`config.mk`:
```
export PLATFORM = sky130hd
export DESIGN_NAME = uart_rx_flat
export DESIGN_NICKNAME = d
export VERILOG_FILES = /design/src/rtl/uart_pkg.sv /design/src/rtl/uart_rx_if.sv /design/src/rtl/sync_2ff.sv /design/src/rtl/uart_rx.sv /design/src/flat_wrapper.sv
export SDC_FILE = /design/constraint.sdc
export NUM_CORES = 1
export LEC_CHECK = 0
export ABC_AREA = 1
export BUFFER_PORTS_ARGS = -buffer_cell sky130_fd_sc_hd__buf_2
export CAP_MARGIN = 10
export CORE_ASPECT_RATIO = 1.75
export CORE_MARGIN = 3
export CORE_UTILIZATION = 50
export CTS_CLUSTER_DIAMETER = 40
export DETAILED_ROUTE_END_ITERATION = 7
export PLACE_DENSITY = 0.7
export SYNTH_ARGS = -nofsm -noshare
export SYNTH_HDL_FRONTEND = slang
export SYNTH_HIERARCHICAL = 1
export SYNTH_SLANG_ARGS = --single-unit
```
`constraint.sdc`:
```
create_clock -name clk -period 2.07 [get_ports clk]
set_input_delay 0.207 -clock clk [delete_from_list [all_inputs] [get_ports clk]]
set_output_delay 0.207 -clock clk [all_outputs]
set_load 0.005 [all_outputs]
```
`src/rtl/uart_pkg.sv`:
```
// Shared UART definitions: receiver/transmitter FSM states, data width, clocks-per-bit helper.
// PARITY state exists only when UART_RX_PARITY_EN is defined.
package uart_pkg;

    localparam int DATA_W = 8;

    typedef enum logic [2:0] {
        IDLE,
        START,
        DATA,
`ifdef UART_RX_PARITY_EN
        PARITY,
`endif
        STOP,
        WAIT_IDLE
    } uart_state_e;

    function automatic int cpb_calc(input int clk_hz, input int baud);
        return clk_hz / baud;
    endfunction

endpackage

```
`src/rtl/uart_rx_if.sv`:
```
// Receiver-to-consumer byte handshake plus error pulses.
// Master drives data/status, slave returns rx_ack.
interface uart_rx_if;

    logic [uart_pkg::DATA_W-1:0] rx_data;
    logic                        rx_valid;
    logic                        rx_ack;
    logic                        frame_err;
    logic                        overrun;

    modport master (
        output rx_data,
        output rx_valid,
        output frame_err,
        output overrun,
        input  rx_ack
    );

    modport slave (
        input  rx_data,
        input  rx_valid,
        input  frame_err,
        input  overrun,
        output rx_ack
    );

endinterface

```
`src/rtl/sync_2ff.sv`:
```
// Two-flop synchronizer for a single asynchronous bit; 2-cycle latency, no backpressure.
// Both flops reset to RST_VAL so an idle-high line reads idle straight out of reset.
module sync_2ff #(
    parameter logic RST_VAL = 1'b1
) (
    input  logic clk,
    input  logic reset_n,
    input  logic d_i,
    output logic q_o
);

    logic meta_q;
    logic sync_q;

    always_ff @(posedge clk or negedge reset_n) begin
        if (!reset_n) begin
            meta_q <= RST_VAL;
            sync_q <= RST_VAL;
        end else begin
            meta_q <= d_i;
            sync_q <= meta_q;
        end
    end

    assign q_o = sync_q;

endmodule

```
`src/rtl/uart_rx.sv`:
```
// 8N1 UART receiver (8E1 with UART_RX_PARITY_EN); byte valid one clock after the stop-bit sample.
// No backpressure: an unacked byte is overwritten by the next good one and overrun pulses.
module uart_rx
    import uart_pkg::*;
#(
    parameter int CLK_HZ = 27000000,
    parameter int BAUD   = 115200
) (
    input  logic      clk,
    input  logic      reset_n,
    input  logic      rx_in,
    uart_rx_if.master rx_bus
);

    localparam int CPB  = cpb_calc(CLK_HZ, BAUD);
    localparam int TW   = $clog2(CPB) + 1;
    localparam int BW   = $clog2(DATA_W);
    localparam logic [TW-1:0] CPB_LAST  = TW'(CPB - 1);
    localparam logic [TW-1:0] HALF_LAST = TW'(CPB / 2 - 1);
    localparam logic [BW-1:0] BIT_LAST  = BW'(DATA_W - 1);

    logic rx_s;

    sync_2ff #(.RST_VAL(1'b1)) u_sync (
        .clk     (clk),
        .reset_n (reset_n),
        .d_i     (rx_in),
        .q_o     (rx_s)
    );

    uart_state_e       state_q, state_d;
    logic [TW-1:0]     timer_q, timer_d;
    logic [BW-1:0]     bit_q, bit_d;
    logic [DATA_W-1:0] shift_q, shift_d;
    logic [DATA_W-1:0] data_q, data_d;
    logic              prev_q;
    logic              valid_q, valid_d;
    logic              ferr_q, ferr_d;
    logic              ovr_q, ovr_d;
    logic              stop_bad;
`ifdef UART_RX_PARITY_EN
    logic              par_err_q, par_err_d;
`endif

    always_ff @(posedge clk or negedge reset_n) begin
        if (!reset_n) begin
            state_q <= IDLE;
            timer_q <= '0;
            bit_q   <= '0;
            shift_q <= '0;
            data_q  <= '0;
            prev_q  <= 1'b1;
            valid_q <= 1'b0;
            ferr_q  <= 1'b0;
            ovr_q   <= 1'b0;
`ifdef UART_RX_PARITY_EN
            par_err_q <= 1'b0;
`endif
        end else begin
            state_q <= state_d;
            timer_q <= timer_d;
            bit_q   <= bit_d;
            shift_q <= shift_d;
            data_q  <= data_d;
            prev_q  <= rx_s;
            valid_q <= valid_d;
            ferr_q  <= ferr_d;
            ovr_q   <= ovr_d;
`ifdef UART_RX_PARITY_EN
            par_err_q <= par_err_d;
`endif
        end
    end

    // A parity mismatch is folded into the stop-bit verdict so both errors share one path.
`ifdef UART_RX_PARITY_EN
    assign stop_bad = !rx_s || par_err_q;
`else
    assign stop_bad = !rx_s;
`endif

    always_comb begin
        state_d = state_q;
        timer_d = timer_q;
        bit_d   = bit_q;
        shift_d = shift_q;
        data_d  = data_q;
        valid_d = valid_q;
        ferr_d  = 1'b0;
        ovr_d   = 1'b0;
`ifdef UART_RX_PARITY_EN
        par_err_d = par_err_q;
`endif

        if (valid_q && rx_bus.rx_ack) begin
            valid_d = 1'b0;
        end

        case (state_q)
            IDLE: begin
                if (prev_q && !rx_s) begin
                    state_d = START;
                    timer_d = '0;
                end
            end

            START: begin
                if (timer_q == HALF_LAST) begin
                    timer_d = '0;
                    bit_d   = '0;
                    state_d = rx_s ? IDLE : DATA;
                end else begin
                    timer_d = timer_q + TW'(1);
                end
            end

            DATA: begin
                if (timer_q == CPB_LAST) begin
                    timer_d = '0;
                    shift_d = {rx_s, shift_q[DATA_W-1:1]};
                    bit_d   = bit_q + BW'(1);
                    if (bit_q == BIT_LAST) begin
`ifdef UART_RX_PARITY_EN
                        state_d = PARITY;
`else
                        state_d = STOP;
`endif
                    end
                end else begin
                    timer_d = timer_q + TW'(1);
                end
            end

`ifdef UART_RX_PARITY_EN
            PARITY: begin
                if (timer_q == CPB_LAST) begin
                    timer_d   = '0;
                    par_err_d = (^shift_q) ^ rx_s;
                    state_d   = STOP;
                end else begin
                    timer_d = timer_q + TW'(1);
                end
            end
`endif

            STOP: begin
                if (timer_q == CPB_LAST) begin
                    timer_d = '0;
                    if (stop_bad) begin
                        ferr_d  = 1'b1;
                        state_d = WAIT_IDLE;
                    end else begin
                        data_d  = shift_q;
                        valid_d = 1'b1;
                        ovr_d   = valid_q && !rx_bus.rx_ack;
                        state_d = IDLE;
                    end
                end else begin
                    timer_d = timer_q + TW'(1);
                end
            end

            WAIT_IDLE: begin
                if (rx_s) begin
                    state_d = IDLE;
                end
            end

            default: begin
                state_d = IDLE;
            end
        endcase
    end

    assign rx_bus.rx_data   = data_q;
    assign rx_bus.rx_valid  = valid_q;
    assign rx_bus.frame_err = ferr_q;
    assign rx_bus.overrun   = ovr_q;

endmodule

```
`src/flat_wrapper.sv`:
```
// flat-port wrapper written by rule: the top's interface ports become plain ports
module uart_rx_flat import uart_pkg::*;
#(
    parameter int CLK_HZ = 27000000,
    parameter int BAUD   = 115200
)
  (clk, reset_n, rx_in, rx_bus_rx_data, rx_bus_rx_valid, rx_bus_frame_err, rx_bus_overrun, rx_bus_rx_ack);
  uart_rx_if rx_bus_i ();
  input  logic clk;
  input  logic reset_n;
  input  logic rx_in;
  output wire logic [$bits(rx_bus_i.rx_data)-1:0] rx_bus_rx_data;
  output wire logic [$bits(rx_bus_i.rx_valid)-1:0] rx_bus_rx_valid;
  output wire logic [$bits(rx_bus_i.frame_err)-1:0] rx_bus_frame_err;
  output wire logic [$bits(rx_bus_i.overrun)-1:0] rx_bus_overrun;
  input wire logic [$bits(rx_bus_i.rx_ack)-1:0] rx_bus_rx_ack;
  assign rx_bus_rx_data = rx_bus_i.rx_data;
  assign rx_bus_rx_valid = rx_bus_i.rx_valid;
  assign rx_bus_frame_err = rx_bus_i.frame_err;
  assign rx_bus_overrun = rx_bus_i.overrun;
  assign rx_bus_i.rx_ack = rx_bus_rx_ack;
  uart_rx #(.CLK_HZ(CLK_HZ), .BAUD(BAUD)) u_core (.clk(clk), .reset_n(reset_n), .rx_in(rx_in), .rx_bus(rx_bus_i));
endmodule
```
==> out/metrics.csv <==
stage,metric,value,unit
cells_and_area,post-route-util,59.9,%
power_and_ir_drop,peakVddDrop,0.901,mV
logic_synthesis,synth_adder_area_share,3.35,%
timing,fmax,613,MHz
logic_synthesis,synth-edff-count,0,
timing,rsz0062_at_grt,no,
clock_tree,htreeDepth,2,
grt,grt_max_degree,38,
power_and_ir_drop,p_leak,1.01,nW
clock_tree,clk_pin_slew_worst_paths,70,ps
timing,fin_worst_skew,3.56,ps
logic_synthesis,synth_cell_type_count,26,
timing,maxSlewViolCount,0,
logic_synthesis,synth_top_cell_area_share,45.6,%
setup_path,worstReg2RegStart,u_core/timer_q[1],
die,die-area,4530,um^2
setup_path,critPathMaxFanout,19,
grt,grtUsageTotal,17.2,%
logic_synthesis,muxShareOfSynthArea,0,%
grt,grt_pass1_wl,5900,um
logic_synthesis,synth_xor_area_share,2.82,%
place,gp_congestion,0.823,
power_and_ir_drop,p_int,1.31,mW
run,maxCapViolations,0,
clock_tree,cts_resized,0,
power_and_ir_drop,pwr-share-seq,43.7,%
logic_synthesis,yosys_register_bits,37,
setup_path,cp-startpoint,u_core/timer_q[1],
cells_and_area,num_antenna_cells,0,
setup_path,worstPathArrival,1810,ps
clock_tree,cts_buffers,5,
die,num_io_pins,15,
logic_synthesis,synth_compound_area_share,12.3,%
detailed_routing,avgViaCountPerCell,4.96,
setup_path,cp_common_cell,nand2_1,
setup_path,required,2240,ps
logic_synthesis,yosysWarnings,6,
run_status,status,"finished, final reports clean",
logic_synthesis,ys.flop_type,dfrtp_1,
detailed_routing,drt-initial-drc-count,16,
power_and_ir_drop,p_switching,0.621,mW
timing,worst_pin_slew,790,ps
timing,layout_min_cycle_time,1630,ps
logic_synthesis,synth_cells,204,
detailed_routing,drt-total-wl,3200,um
logic_synthesis,synth_area_leaders,"dfrtp_1, nand2_1, o21ai_2, inv_1, dfstp_2",
place,place_inst,259,
timing,hold_viol,0,
place,portBuffers,14,
die,die_w,52.2,um
detailed_routing,postRouteAntennaNets,0,
logic_synthesis,ys_seq_area_share,49.8,%
clock_tree,clock_latency,280,ps
place,postPlaceCellArea,1950,um^2
die,rows,28,
cells_and_area,final_cell_area,2080,um^2
setup_path,start_kind,flop,
logic_synthesis,synth-async-reset-ratio,100,%
min_path,hp-class,input pin to async pin,
logic_synthesis,syn_nets,213,
place,dp_hpwl,2360,um
timing,post-route-period-util,78.8,%
clock_tree,ctsRootBufferMaster,clkbuf_8,
clock_tree,clk_path_buf_depth,2,
logic_synthesis,synth_top_family_by_area,simple AND/OR/NAND/NOR gates,
cells_and_area,layout-drive-gt1-share,25.1,%
power_and_ir_drop,powerDensity,929,nW/um^2
detailed_routing,drt_pass1_iterations,4,
setup_path,path_buf_inv,1,
logic_synthesis,syn_area,1870,um^2
setup_path,cp_top_family,simple AND/OR/NAND/NOR gates,
setup_path,endpoint_kind,flop,
clock_tree,cts_tree,yes,
die,core-area,3470,um^2
logic_synthesis,synth-simple-area-share,23.9,%
logic_synthesis,syn_area_per_cell,9.15,um^2
setup_path,cp_slowest_cell,dfrtp_1,
setup_path,critPathMaxStageDelay,390,ps
setup_path,path_cells,inv_1 > ha_1 > nand2_1 > nor2_1 > nand3_4 > nand2_1 > nand2_2 > nand2_1 > o21ai_2,
die,fp.dieH,86.8,um
detailed_routing,wl_per_cell,11.9,um
timing,tns,0,ps
cells_and_area,syn_to_final_growth,11.3,%
timing,relSlewSlack,47.3,%
detailed_routing,drc_errors,0,
grt,antenna_found_initial,0,
grt,overflow,0,
logic_synthesis,synth_top_cell_by_area,dfrtp_1,
clock_tree,cts.sinks,37,
cells_and_area,nNetsFinal,231,
detailed_routing,vias,1330,
grt,grt_pass1_vias,1394,
power_and_ir_drop,pwr-share-comb,22.8,%
setup_path,path_class,flop to flop,
timing,finalSetupViolCount,0,
die,start_util,53.8,%
power_and_ir_drop,swShare,32.2,%
cells_and_area,layout.cells.non_filler,268,
power_and_ir_drop,p_clk_share,33.5,%
power_and_ir_drop,total_power,1.93,mW
synthesized netlist by cell type, types with 4 or more instances:
cell type  instances
nand2_1           56
buf_6              4
xor2_1             6
o21ai_2           16
nor2_2             4
nand3_1            6
inv_1             26
ha_1               5
nor2_1            17
o21ai_0            6
dfrtp_1           34
routing by layer:
| layer | vias to the layer above | wire (um) | global-route usage (%) |
|---|---|---|---|
| met4 | 0 | 78 | 8.37 |
| met5 | - | 0 | 0 |
| met3 | 6 | 84 | 3.61 |
| met2 | 17 | 1740 | 31.2 |
| met1 | 632 | 1300 | 18.3 |
| li1 | 675 | - | - |
worst reg2reg max path, delay by kind of cell, from the launching register on:
kind	cells	cell delay [ps]
simple gates	6	820
flops	1	390
fa+ha+maj	1	160
buf+inv	1	100
compound gates	1	50
kinds of logic after synthesis:
| kind of cell | count (synthesis) |
|---|---|
| XOR/XNOR | 6 |
| AO/OA/AOI/OAI | 30 |
| adder cells (fa/ha/maj) | 5 |
| flip-flops | 37 |
| AND/OR/NAND/NOR | 95 |
| buffers and inverters | 31 |
power groups by stage:
stage / sequential (mW) / combinational, mW / clock, mW
2_1_floorplan: 0.840 / 0.355 / 0
3_3_place_gp: 0.858 / 0.432 / 0
3_5_place_dp: 0.858 / 0.443 / 0
4_1_cts: 0.845 / 0.444 / 0.671
5_1_grt: 0.851 / 0.511 / 0.701
6_report: 0.844 / 0.440 / 0.646
flip-flops by register name (all words and copies together) (netlist names):
name	cells
u_core/timer_q	9
u_core/rx_bus.rx_data	8
u_core/shift_q	8
u_core/bit_q	3
u_core/state_q	3
u_core/prev_q	1
u_core/rx_bus.frame_err	1
u_core/rx_bus.overrun	1
u_core/rx_bus.rx_valid	1
u_core/u_sync/meta_q	1
u_core/u_sync/q_o	1
stage by stage:
step	setup slack (ps)	hold slack [ps]
final	439	2.60
after detailed placement	431	314
after global placement	474	312
after CTS	423	6.54
after floorplan	701	-88.6
after global routing	240	53.0
final timing paths:
check	end	slack (ps)	cells after the start
max	u_core/bit_q[0]	440	9
min	u_core/timer_q[2]	3	1
max reg2reg	u_core/bit_q[0]	440	9
min reg2reg	u_core/u_sync/q_o	360	0
max in group asynchronous	u_core/state_q[2]	1570	1
min in group clk	u_core/rx_bus.overrun	180	4
area by class of cell:
class                      count  area, um^2
tap                           45        56.3
timing repair buffer          15        80.1
clock buffer                   6        82.6
multi-input combinational    136         791
fill                         306        1390
clock inverter                 2        37.5
sequential                    37         930
inverter                      27         101
cell usage in the layout (no fill, tap or decap):
cell           Yosys  routed
a21oi_1            2       2
a21oi_4            1       1
a31oi_1            1       1
buf_2              0      14
bufinv_16          0       1
clkbuf_8           0       6
clkinvlp_4         0       1
dfrtp_1           34      34
dfstp_2            3       3
dlygate4sd3_1      0       1
ha_1               5       5
inv_1             26      26
inv_2              1       1
nand2_1           56      56
nand2_2            3       3
nand3_1            6       6
nand3_2            1       1
nand3_4            1       1
nand3b_4           1       1
nand4_1            3       3
nor2_1            17      17
nor2_2             4       4
nor2_4             1       1
nor3_1             1       1
nor3_4             1       1
o21ai_0            6       6
o21ai_1            3       3
o21ai_2           16      16
o21bai_2           1       1
xor2_1             6       6
what timing repair did:
action                    in CTS  in global routing
buffers inserted               0                  0
hold endpoints to repair       0                  1
hold buffers                   0                  1
Power figures use the tool's default switching activity.
